--- src/rtl/mib_slave_responder_pkg.sv ---
// Shared types and constants for the MIB slave responder.
// Optional statistics counters are enabled with the MIB_SLAVE_STATS_EN macro (see top).
package mib_slave_responder_pkg;

    localparam int MIB_AD_BITS        = 16;
    localparam int CMD_DATA_BITS      = 32;
    localparam int CMD_ADDR_BITS      = 24;
    localparam int CMD_BYTE_ADDR_BITS = 20;

    // addr[19:16] arrives in the low nibble of phase A1.
    localparam int ADDR_HI_BITS = CMD_BYTE_ADDR_BITS - MIB_AD_BITS;
    // Phase A1 carries addr[23:16], so address bit b sits at ad bit b-A1_ADDR_LSB.
    localparam int A1_ADDR_LSB  = CMD_ADDR_BITS - 8;
    // Slave-select nibble addr[23:20] as seen inside phase A1.
    localparam int MSN_HI       = CMD_ADDR_BITS - 1 - A1_ADDR_LSB;
    localparam int MSN_LO       = CMD_BYTE_ADDR_BITS - A1_ADDR_LSB;

    typedef enum logic [3:0] {
        S_IDLE     = 4'd0,
        S_ADDR2    = 4'd1,
        S_WDATA1   = 4'd2,
        S_WDATA2   = 4'd3,
        S_CMD_REQ  = 4'd4,
        S_CMD_WAIT = 4'd5,
        S_RD_HI    = 4'd6,
        S_RD_LO    = 4'd7,
        S_WR_ACK   = 4'd8,
        S_SKIP     = 4'd9
    } mib_slv_state_t;

    // Slave-select nibble carried in phase A1.
    function automatic logic [MSN_HI-MSN_LO:0] a1_msn(input logic [MIB_AD_BITS-1:0] ad);
        return ad[MSN_HI:MSN_LO];
    endfunction

    // addr[19:16] carried in phase A1.
    function automatic logic [ADDR_HI_BITS-1:0] a1_addr_hi(input logic [MIB_AD_BITS-1:0] ad);
        return ad[ADDR_HI_BITS-1:0];
    endfunction

endpackage

--- src/rtl/mib_slave_responder_if.sv ---
// MIB pad-side and local cmd-bus signals of the slave responder.
//
// Handshake: i_mib_start is a 1-clk strobe that marks phase A1; the remaining
// phases follow on consecutive clocks with no stall. o_cmd_sel is a 1-clk
// request whose address/data/direction stay held until the responder returns
// to idle; i_cmd_ack is a 1-clk completion strobe that only counts while the
// responder is waiting for it (i_cmd_rdata valid in that same clock).
// o_mib_slave_ack pulses once for a write, or twice (with o_mib_ad_oe) to
// carry read data high half then low half.
interface mib_slave_responder_if;
    import mib_slave_responder_pkg::*;

    logic                          i_mib_start;
    logic                          i_mib_rd_wr_n;
    logic [MIB_AD_BITS-1:0]        i_mib_ad;
    logic [MIB_AD_BITS-1:0]        o_mib_ad;
    logic                          o_mib_ad_oe;
    logic                          o_mib_slave_ack;
    logic                          o_cmd_sel;
    logic                          o_cmd_rd_wr_n;
    logic [CMD_BYTE_ADDR_BITS-1:0] o_cmd_byte_addr;
    logic [CMD_DATA_BITS-1:0]      o_cmd_wdata;
    logic [CMD_DATA_BITS-1:0]      i_cmd_rdata;
    logic                          i_cmd_ack;
    logic                          o_cmd_timeout;

    modport slave (
        input  i_mib_start, i_mib_rd_wr_n, i_mib_ad, i_cmd_rdata, i_cmd_ack,
        output o_mib_ad, o_mib_ad_oe, o_mib_slave_ack, o_cmd_sel, o_cmd_rd_wr_n,
               o_cmd_byte_addr, o_cmd_wdata, o_cmd_timeout
    );

    // Environment side: MIB master plus local register fabric.
    modport master (
        output i_mib_start, i_mib_rd_wr_n, i_mib_ad, i_cmd_rdata, i_cmd_ack,
        input  o_mib_ad, o_mib_ad_oe, o_mib_slave_ack, o_cmd_sel, o_cmd_rd_wr_n,
               o_cmd_byte_addr, o_cmd_wdata, o_cmd_timeout
    );

endinterface

--- src/rtl/mib_slave_responder_ack_timer.sv ---
// Local-ack watchdog for the MIB slave responder: load starts the count at 1,
// it advances once per clock and parks at P_TIMEOUT (expire) until cleared.
module mib_cmd_ack_timer #(
    parameter int P_TIMEOUT = 16,
    localparam int W = $clog2(P_TIMEOUT + 1)
) (
    input  logic clk,
    input  logic rst_n,
    input  logic load,
    input  logic clear,
    output logic expire
);

    logic [W-1:0] cnt_q, cnt_d;

    assign expire = (cnt_q == W'(P_TIMEOUT));

    // Load wins over clear; an idle (zero) or expired count does not move.
    always_comb begin
        cnt_d = cnt_q;
        if (load) begin
            cnt_d = W'(1);
        end else if (clear) begin
            cnt_d = '0;
        end else if ((cnt_q != '0) && !expire) begin
            cnt_d = cnt_q + W'(1);
        end
    end

    // Count register.
    always_ff @(posedge clk or negedge rst_n) begin
        if (!rst_n) begin
            cnt_q <= '0;
        end else begin
            cnt_q <= cnt_d;
        end
    end

endmodule

--- src/rtl/mib_slave_responder.sv ---
// MIB slave responder: decodes MIB address/data phases and replays each
// transfer as one local cmd-bus access, then acks the write or returns the
// read data as two 16-bit phases. All outputs are registered.
// Define MIB_SLAVE_STATS_EN to add write/read/timeout event counters.
module mib_slave_responder
    import mib_slave_responder_pkg::*;
#(
    parameter logic [3:0] P_SLAVE_MSN            = 4'h0,
    parameter int         P_CMD_ACK_TIMEOUT_CLKS = 16
) (
    input  logic                  i_sysclk,
    input  logic                  i_rst_n,
    mib_slave_responder_if.slave  bus,
`ifdef MIB_SLAVE_STATS_EN
    output logic [15:0]           o_stat_wr_cnt,
    output logic [15:0]           o_stat_rd_cnt,
    output logic [15:0]           o_stat_to_cnt,
`endif
    output mib_slv_state_t        o_dbg_state
);

    mib_slv_state_t                state_q, state_d;
    logic [1:0]                    skip_q, skip_d;      // phases still to discard
    logic                          rd_q, rd_d;          // 1 = read transfer
    logic [ADDR_HI_BITS-1:0]       addr_hi_q, addr_hi_d;
    logic [MIB_AD_BITS-1:0]        addr_lo_q, addr_lo_d;
    logic [CMD_DATA_BITS-1:0]      wdata_q, wdata_d;
    logic [MIB_AD_BITS-1:0]        rdata_lo_q, rdata_lo_d;

    logic [MIB_AD_BITS-1:0]        mib_ad_q, mib_ad_d;
    logic                          mib_ad_oe_q, mib_ad_oe_d;
    logic                          mib_ack_q, mib_ack_d;
    logic                          cmd_sel_q, cmd_sel_d;
    logic                          cmd_rd_wr_n_q, cmd_rd_wr_n_d;
    logic [CMD_BYTE_ADDR_BITS-1:0] cmd_byte_addr_q, cmd_byte_addr_d;
    logic [CMD_DATA_BITS-1:0]      cmd_wdata_q, cmd_wdata_d;
    logic                          cmd_timeout_q, cmd_timeout_d;

    logic                          timer_load;
    logic                          timer_clear;
    logic                          timer_expire;

    mib_cmd_ack_timer #(
        .P_TIMEOUT (P_CMD_ACK_TIMEOUT_CLKS)
    ) u_ack_timer (
        .clk    (i_sysclk),
        .rst_n  (i_rst_n),
        .load   (timer_load),
        .clear  (timer_clear),
        .expire (timer_expire)
    );

    // Next-state and next-output logic; outputs are computed one clock ahead
    // so every pad/cmd output comes straight from a flop.
    always_comb begin
        state_d         = state_q;
        skip_d          = skip_q;
        rd_d            = rd_q;
        addr_hi_d       = addr_hi_q;
        addr_lo_d       = addr_lo_q;
        wdata_d         = wdata_q;
        rdata_lo_d      = rdata_lo_q;
        mib_ad_d        = '0;
        mib_ad_oe_d     = 1'b0;
        mib_ack_d       = 1'b0;
        cmd_sel_d       = 1'b0;
        cmd_rd_wr_n_d   = cmd_rd_wr_n_q;
        cmd_byte_addr_d = cmd_byte_addr_q;
        cmd_wdata_d     = cmd_wdata_q;
        cmd_timeout_d   = 1'b0;
        timer_load      = 1'b0;
        timer_clear     = 1'b0;

        unique case (state_q)
            S_IDLE: begin
                if (bus.i_mib_start) begin
                    rd_d      = bus.i_mib_rd_wr_n;
                    addr_hi_d = a1_addr_hi(bus.i_mib_ad);
                    if (a1_msn(bus.i_mib_ad) != P_SLAVE_MSN) begin
                        // Not ours: swallow A2, plus D1/D2 for a write.
                        skip_d  = bus.i_mib_rd_wr_n ? 2'd1 : 2'd3;
                        state_d = S_SKIP;
                    end else begin
                        state_d = S_ADDR2;
                    end
                end
            end
            S_ADDR2: begin
                addr_lo_d = bus.i_mib_ad;
                state_d   = rd_q ? S_CMD_REQ : S_WDATA1;
            end
            S_WDATA1: begin
                wdata_d[CMD_DATA_BITS-1:MIB_AD_BITS] = bus.i_mib_ad;
                state_d = S_WDATA2;
            end
            S_WDATA2: begin
                wdata_d[MIB_AD_BITS-1:0] = bus.i_mib_ad;
                state_d = S_CMD_REQ;
            end
            S_CMD_REQ: begin
                timer_load = 1'b1;
                state_d    = S_CMD_WAIT;
            end
            S_CMD_WAIT: begin
                // Ack is checked first so it wins over a same-clock expiry.
                if (bus.i_cmd_ack) begin
                    timer_clear = 1'b1;
                    mib_ack_d   = 1'b1;
                    if (rd_q) begin
                        mib_ad_d    = bus.i_cmd_rdata[CMD_DATA_BITS-1:MIB_AD_BITS];
                        mib_ad_oe_d = 1'b1;
                        rdata_lo_d  = bus.i_cmd_rdata[MIB_AD_BITS-1:0];
                        state_d     = S_RD_HI;
                    end else begin
                        state_d     = S_WR_ACK;
                    end
                end else if (timer_expire) begin
                    // No MIB ack: the master runs into its own timeout.
                    timer_clear   = 1'b1;
                    cmd_timeout_d = 1'b1;
                    state_d       = S_IDLE;
                end
            end
            S_RD_HI: begin
                mib_ad_d    = rdata_lo_q;
                mib_ad_oe_d = 1'b1;
                mib_ack_d   = 1'b1;
                state_d     = S_RD_LO;
            end
            S_RD_LO: begin
                state_d = S_IDLE;
            end
            S_WR_ACK: begin
                state_d = S_IDLE;
            end
            S_SKIP: begin
                if (skip_q == 2'd1) begin
                    state_d = S_IDLE;
                end else begin
                    skip_d = skip_q - 2'd1;
                end
            end
            default: begin
                state_d = S_IDLE;
            end
        endcase

        // Launch the local access with the freshly completed address/data.
        if (state_d == S_CMD_REQ) begin
            cmd_sel_d       = 1'b1;
            cmd_rd_wr_n_d   = rd_d;
            cmd_byte_addr_d = {addr_hi_d, addr_lo_d};
            cmd_wdata_d     = wdata_d;
        end
    end

    // State, capture and output registers.
    always_ff @(posedge i_sysclk or negedge i_rst_n) begin
        if (!i_rst_n) begin
            state_q         <= S_IDLE;
            skip_q          <= '0;
            rd_q            <= 1'b0;
            addr_hi_q       <= '0;
            addr_lo_q       <= '0;
            wdata_q         <= '0;
            rdata_lo_q      <= '0;
            mib_ad_q        <= '0;
            mib_ad_oe_q     <= 1'b0;
            mib_ack_q       <= 1'b0;
            cmd_sel_q       <= 1'b0;
            cmd_rd_wr_n_q   <= 1'b0;
            cmd_byte_addr_q <= '0;
            cmd_wdata_q     <= '0;
            cmd_timeout_q   <= 1'b0;
        end else begin
            state_q         <= state_d;
            skip_q          <= skip_d;
            rd_q            <= rd_d;
            addr_hi_q       <= addr_hi_d;
            addr_lo_q       <= addr_lo_d;
            wdata_q         <= wdata_d;
            rdata_lo_q      <= rdata_lo_d;
            mib_ad_q        <= mib_ad_d;
            mib_ad_oe_q     <= mib_ad_oe_d;
            mib_ack_q       <= mib_ack_d;
            cmd_sel_q       <= cmd_sel_d;
            cmd_rd_wr_n_q   <= cmd_rd_wr_n_d;
            cmd_byte_addr_q <= cmd_byte_addr_d;
            cmd_wdata_q     <= cmd_wdata_d;
            cmd_timeout_q   <= cmd_timeout_d;
        end
    end

    assign bus.o_mib_ad        = mib_ad_q;
    assign bus.o_mib_ad_oe     = mib_ad_oe_q;
    assign bus.o_mib_slave_ack = mib_ack_q;
    assign bus.o_cmd_sel       = cmd_sel_q;
    assign bus.o_cmd_rd_wr_n   = cmd_rd_wr_n_q;
    assign bus.o_cmd_byte_addr = cmd_byte_addr_q;
    assign bus.o_cmd_wdata     = cmd_wdata_q;
    assign bus.o_cmd_timeout   = cmd_timeout_q;
    assign o_dbg_state         = state_q;

`ifdef MIB_SLAVE_STATS_EN
    logic [15:0] stat_wr_q, stat_wr_d;
    logic [15:0] stat_rd_q, stat_rd_d;
    logic [15:0] stat_to_q, stat_to_d;

    // One event per completed write, completed read and local timeout; wraps.
    always_comb begin
        stat_wr_d = stat_wr_q + ((state_q == S_WR_ACK) ? 16'd1 : 16'd0);
        stat_rd_d = stat_rd_q + ((state_q == S_RD_LO)  ? 16'd1 : 16'd0);
        stat_to_d = stat_to_q + (cmd_timeout_q         ? 16'd1 : 16'd0);
    end

    // Counter registers, cleared only by reset.
    always_ff @(posedge i_sysclk or negedge i_rst_n) begin
        if (!i_rst_n) begin
            stat_wr_q <= '0;
            stat_rd_q <= '0;
            stat_to_q <= '0;
        end else begin
            stat_wr_q <= stat_wr_d;
            stat_rd_q <= stat_rd_d;
            stat_to_q <= stat_to_d;
        end
    end

    assign o_stat_wr_cnt = stat_wr_q;
    assign o_stat_rd_cnt = stat_rd_q;
    assign o_stat_to_cnt = stat_to_q;
`endif

endmodule

--- src/flat_wrapper.sv ---
// flat-port wrapper written by rule: the top's interface ports become plain ports
module mib_slave_responder_flat import mib_slave_responder_pkg::*;
#(
    parameter logic [3:0] P_SLAVE_MSN            = 4'h0,
    parameter int         P_CMD_ACK_TIMEOUT_CLKS = 16
)
  (i_sysclk, i_rst_n, o_dbg_state, bus_i_mib_start, bus_i_mib_rd_wr_n, bus_i_mib_ad, bus_i_cmd_rdata, bus_i_cmd_ack, bus_o_mib_ad, bus_o_mib_ad_oe, bus_o_mib_slave_ack, bus_o_cmd_sel, bus_o_cmd_rd_wr_n, bus_o_cmd_byte_addr, bus_o_cmd_wdata, bus_o_cmd_timeout);
  mib_slave_responder_if bus_i ();
  input  logic i_sysclk;
  input  logic i_rst_n;
  output mib_slv_state_t o_dbg_state;
  input wire logic [$bits(bus_i.i_mib_start)-1:0] bus_i_mib_start;
  input wire logic [$bits(bus_i.i_mib_rd_wr_n)-1:0] bus_i_mib_rd_wr_n;
  input wire logic [$bits(bus_i.i_mib_ad)-1:0] bus_i_mib_ad;
  input wire logic [$bits(bus_i.i_cmd_rdata)-1:0] bus_i_cmd_rdata;
  input wire logic [$bits(bus_i.i_cmd_ack)-1:0] bus_i_cmd_ack;
  output wire logic [$bits(bus_i.o_mib_ad)-1:0] bus_o_mib_ad;
  output wire logic [$bits(bus_i.o_mib_ad_oe)-1:0] bus_o_mib_ad_oe;
  output wire logic [$bits(bus_i.o_mib_slave_ack)-1:0] bus_o_mib_slave_ack;
  output wire logic [$bits(bus_i.o_cmd_sel)-1:0] bus_o_cmd_sel;
  output wire logic [$bits(bus_i.o_cmd_rd_wr_n)-1:0] bus_o_cmd_rd_wr_n;
  output wire logic [$bits(bus_i.o_cmd_byte_addr)-1:0] bus_o_cmd_byte_addr;
  output wire logic [$bits(bus_i.o_cmd_wdata)-1:0] bus_o_cmd_wdata;
  output wire logic [$bits(bus_i.o_cmd_timeout)-1:0] bus_o_cmd_timeout;
  assign bus_i.i_mib_start = bus_i_mib_start;
  assign bus_i.i_mib_rd_wr_n = bus_i_mib_rd_wr_n;
  assign bus_i.i_mib_ad = bus_i_mib_ad;
  assign bus_i.i_cmd_rdata = bus_i_cmd_rdata;
  assign bus_i.i_cmd_ack = bus_i_cmd_ack;
  assign bus_o_mib_ad = bus_i.o_mib_ad;
  assign bus_o_mib_ad_oe = bus_i.o_mib_ad_oe;
  assign bus_o_mib_slave_ack = bus_i.o_mib_slave_ack;
  assign bus_o_cmd_sel = bus_i.o_cmd_sel;
  assign bus_o_cmd_rd_wr_n = bus_i.o_cmd_rd_wr_n;
  assign bus_o_cmd_byte_addr = bus_i.o_cmd_byte_addr;
  assign bus_o_cmd_wdata = bus_i.o_cmd_wdata;
  assign bus_o_cmd_timeout = bus_i.o_cmd_timeout;
  mib_slave_responder #(.P_SLAVE_MSN(P_SLAVE_MSN), .P_CMD_ACK_TIMEOUT_CLKS(P_CMD_ACK_TIMEOUT_CLKS)) u_core (.i_sysclk(i_sysclk), .i_rst_n(i_rst_n), .bus(bus_i), .o_dbg_state(o_dbg_state));
endmodule
--- config.mk ---
export PLATFORM = sky130hd
export DESIGN_NAME = mib_slave_responder_flat
export DESIGN_NICKNAME = d
export VERILOG_FILES = /design/src/rtl/mib_slave_responder_pkg.sv /design/src/rtl/mib_slave_responder_if.sv /design/src/rtl/mib_slave_responder_ack_timer.sv /design/src/rtl/mib_slave_responder.sv /design/src/flat_wrapper.sv
export SDC_FILE = /design/constraint.sdc
export NUM_CORES = 1
export LEC_CHECK = 0
export ABC_CLOCK_PERIOD_IN_PS = 3650
export BUFFER_PORTS_ARGS = -buffer_cell sky130_fd_sc_hd__clkbuf_2
export CORE_MARGIN = 2
export CORE_UTILIZATION = 45
export CTS_CLUSTER_DIAMETER = 200
export DETAILED_ROUTE_END_ITERATION = 12
export HOLD_SLACK_MARGIN = 0.12
export PLACE_DENSITY_LB_ADDON = 0.05
export SLEW_MARGIN = 20
export SYNTH_ARGS = -nofsm -noshare
export SYNTH_HDL_FRONTEND = slang
export SYNTH_SLANG_ARGS = --single-unit
--- constraint.sdc ---
create_clock -name i_sysclk -period 3.65 [get_ports i_sysclk]
set_clock_uncertainty 0.15 [all_clocks]
set_input_delay 1.095 -clock i_sysclk [delete_from_list [all_inputs] [get_ports i_sysclk]]
set_output_delay 1.095 -clock i_sysclk [all_outputs]
set_load 0.02 [all_outputs]
==> flow_summary.toml <==
[status]
status = "completed"

[cts]
cts_buffer_depth = 2
numCtsBuffers = 17
cts-resized-gates = 0
cts.sinks = 153
clk_latency_ns = 0.42
post_cts_buffers = 0
cts_tree = "yes"
htreeDepth = 4
root_buffer = "clkbuf_16"
cts_hold_buffers = 0
worst_setup_hold_path_clk_slew_ns = 0.06

[setup_path]
worstSetupEndpointType = "flop"
r2r_slack_ns = 1.07
cp.required_ns = 3.80
crit_path_start_kind = "flop"
r2r-end = "u_core.bus.o_cmd_byte_addr[4]"
worstPathArrival_ns = 2.73
path_class = "flop to flop"
crit_fanout = 12
regToRegStartpoint = "u_core.o_dbg_state[0]"
rr_worst_depth = 5

[finish]
layout.nets = 568
nFillCells = 1102
antenna_cells = 0
area_growth_pct = 24.2
mostFrequentLayoutCell = "dfrtp_1"
drive_gt1_share_pct = 54.1
final_cell_mix = "dfrtp_1 (153), clkbuf_2 (128), mux2_2 (84), mux2_4 (20), mux2_1 (19)"

[place]
port_buffers = 129
place.gp.congestion = 0.837
dp_hpwl_um = 7690
place_ws_ns = 0.985

[power_and_ir_drop]
leakagePower_nw = 3.59
intPower_mw = 4.84
p_per_area_mw_per_mm2 = 957
combPwrFrac_pct = 34.8
max-vdd-ir-drop_mv = 0.473
switching_share_pct = 32.3
p_sw_mw = 2.31
p_clk_share_pct = 25.6
p_seq_share_pct = 39.5

[die]
fp.dieArea_mm2 = 0.0143
coreArea_mm2 = 0.0131
dieHeight_um = 120
num_io_pins = 130
rows = 42
die_w_um = 120
start_util_pct = 45.8

[yosys]
yosysWarningCount = 0
synth-edff-count = 0
synthArstFlopShare_pct = 100
ys.flop_type = "dfrtp_1"
synthesis.instances = 373
yosysSeqAreaShare_pct = 63.7
synth_cell_type_count = 41
syn_avg_cell_area_um2 = 16.1
netlist_area_mm2 = 0.00601
ys_ff_latch = 153
syn_nets = 429

[sta]
final_max_slew_viol_count = 0
hold_viol = 0
period_needed_ns = 2.58
fin_tns_setup_ns = 0
finalWorstSetupSlack_ns = 1.07
grt_setup_unrepaired = "no"
tightest_slew_ns = 0.723
relSlewSlack_pct = 51.7
finalCritPeriodShare_pct = 70.6
setup_violations = 0
fmax_ghz = 0.388

[hold_path]
min_from = "u_core.wdata_q[23]"
hold_path.class = "flop to flop"
whs_path_depth = 1
min_to = "u_core.wdata_q[23]"

[global_route]
grt_pass1_vias = 3557
grt-ovfl-total = 0
grt_start_max_net_pins = 78
grt_pass1_wl_um = 18900
grt_antenna_before_repair = 0
track_usage_pct = 17.2

[route]
drcViolationCount = 0
routedWlPerCell_um = 16.3
routed_via_density = 4.99
ant_nets = 0
drtPass1Iterations = 4
vias = 3495
routed_wl_um = 11400
first_iter_violations = 150

[job]
max-cap-violations = 0
==> state kept, by name, summed over array words and instances, names as in the netlist <==
signal	cells
u_core.addr_lo_q	16
u_core.rd_q	1
u_core.bus.o_cmd_byte_addr	20
u_core.bus.o_cmd_timeout	1
u_core.rdata_lo_q	16
u_core.o_dbg_state	4
u_core.u_ack_timer.cnt_q	5
u_core.bus.o_mib_ad	16
u_core.addr_hi_q	4
u_core.skip_q	2
u_core.bus.o_mib_slave_ack	1
u_core.bus.o_cmd_wdata	32
u_core.bus.o_cmd_rd_wr_n	1
u_core.wdata_q	32
u_core.bus.o_mib_ad_oe	1
u_core.bus.o_cmd_sel	1
==> critical path, cell delays in order (launching register included) <==
cell     delay, ns
dfrtp_1       0.55
or2b_4        0.35
nor3_4        0.46
buf_4         0.33
mux2_2        0.36
mux2_2        0.26
==> stage by stage <==
stage	cell area, um2	hold slack (ns)	power [mW]	cells	util, %
after floorplan	6010	0.299	4.64	373	-
after global placement	6840	0.310	5.32	669	52.1
after detailed placement	6840	0.315	5.38	669	52.1
after CTS	7470	0.328	7.24	701	56.8
after global routing	7470	0.345	7.58	701	56.8
final	7470	0.324	7.15	701	56.8
==> power by group through the flow <==
stage / Sequential [mW] / Combinational (mW) / Clock [mW]
2_1_floorplan: 3.16 / 1.48 / 0
4_1_cts: 2.83 / 2.54 / 1.87
3_3_place_gp: 2.83 / 2.49 / 0
5_1_grt: 2.92 / 2.70 / 1.96
3_5_place_dp: 2.85 / 2.52 / 0
6_report: 2.83 / 2.49 / 1.83
==> worst max path at each step <==
stage / start / slack (ns) / depth (start not counted) / end
5_1_grt: u_core.o_dbg_state[0] / 0.96 / 5 / u_core.bus.o_cmd_byte_addr[4]
2_1_floorplan: bus_i_mib_start / 1.26 / 4 / u_core.skip_q[0]
6_report: u_core.o_dbg_state[0] / 1.07 / 5 / u_core.bus.o_cmd_byte_addr[4]
3_3_place_gp: bus_i_mib_ad[5] / 1.06 / 5 / u_core.skip_q[1]
3_5_place_dp: bus_i_mib_ad[5] / 0.99 / 5 / u_core.skip_q[0]
4_1_cts: u_core.o_dbg_state[0] / 1.04 / 5 / u_core.bus.o_cmd_byte_addr[4]
==> routing by layer <==
layer	global-route usage (%)	up-vias	share of wire, %
li1	-	1631	-
met1	23.8	1739	47
met3	5.23	20	5.7
met4	7.35	0	1.9
met5	0	-	0
met2	25.1	105	45
==> Yosys cell counts, types with 2 or more instances <==
| master | count | area share (%) |
|---|---|---|
| ha_1 | 3 | 0.62 |
| xnor2_1 | 3 | 0.44 |
| buf_4 | 4 | 0.50 |
| mux2_2 | 84 | 16 |
| mux2_1 | 19 | 3.6 |
| dfrtp_1 | 153 | 64 |
| nor2_1 | 6 | 0.37 |
| nor3_1 | 2 | 0.17 |
| nand2b_1 | 2 | 0.21 |
| o21ai_0 | 4 | 0.33 |
| buf_6 | 5 | 0.94 |
| nand2_1 | 5 | 0.31 |
| a22o_1 | 16 | 2.3 |
| nor2_2 | 2 | 0.21 |
| and3_1 | 2 | 0.21 |
| buf_2 | 8 | 0.67 |
| o221ai_1 | 2 | 0.29 |
| nor4_1 | 2 | 0.21 |
| inv_1 | 3 | 0.19 |
| nand3b_1 | 3 | 0.37 |
| a21oi_1 | 3 | 0.25 |
| nor3_4 | 2 | 0.54 |
| nand3_1 | 3 | 0.25 |
| mux2_4 | 20 | 5.0 |
==> kinds of logic (layout without fill, tap and decap cells) <==
logic type,Yosys count,after routing,share of synthesized area [%]
flip-flops,153,153,63.7
adder cells (fa/ha/maj),3,3,0.624
AO/OA/AOI/OAI,29,29,3.89
AND/OR/NAND/NOR,39,39,4.43
buffers and inverters,21,173,2.35
XOR/XNOR,4,4,0.583
multiplexers,124,124,24.4
==> final cells by class <==
class / count / area, um2 / share of cell area [%]
clock buffers: 22 / 484 / 6.48
clock inverters: 10 / 139 / 1.86
inverters: 4 / 15.0 / 0.201
multi-input cells: 199 / 2040 / 27.4
flip-flops and latches: 153 / 3830 / 51.3
well taps: 176 / 220 / 2.95
repair buffers: 137 / 737 / 9.87
Power figures use the tool's default switching activity.
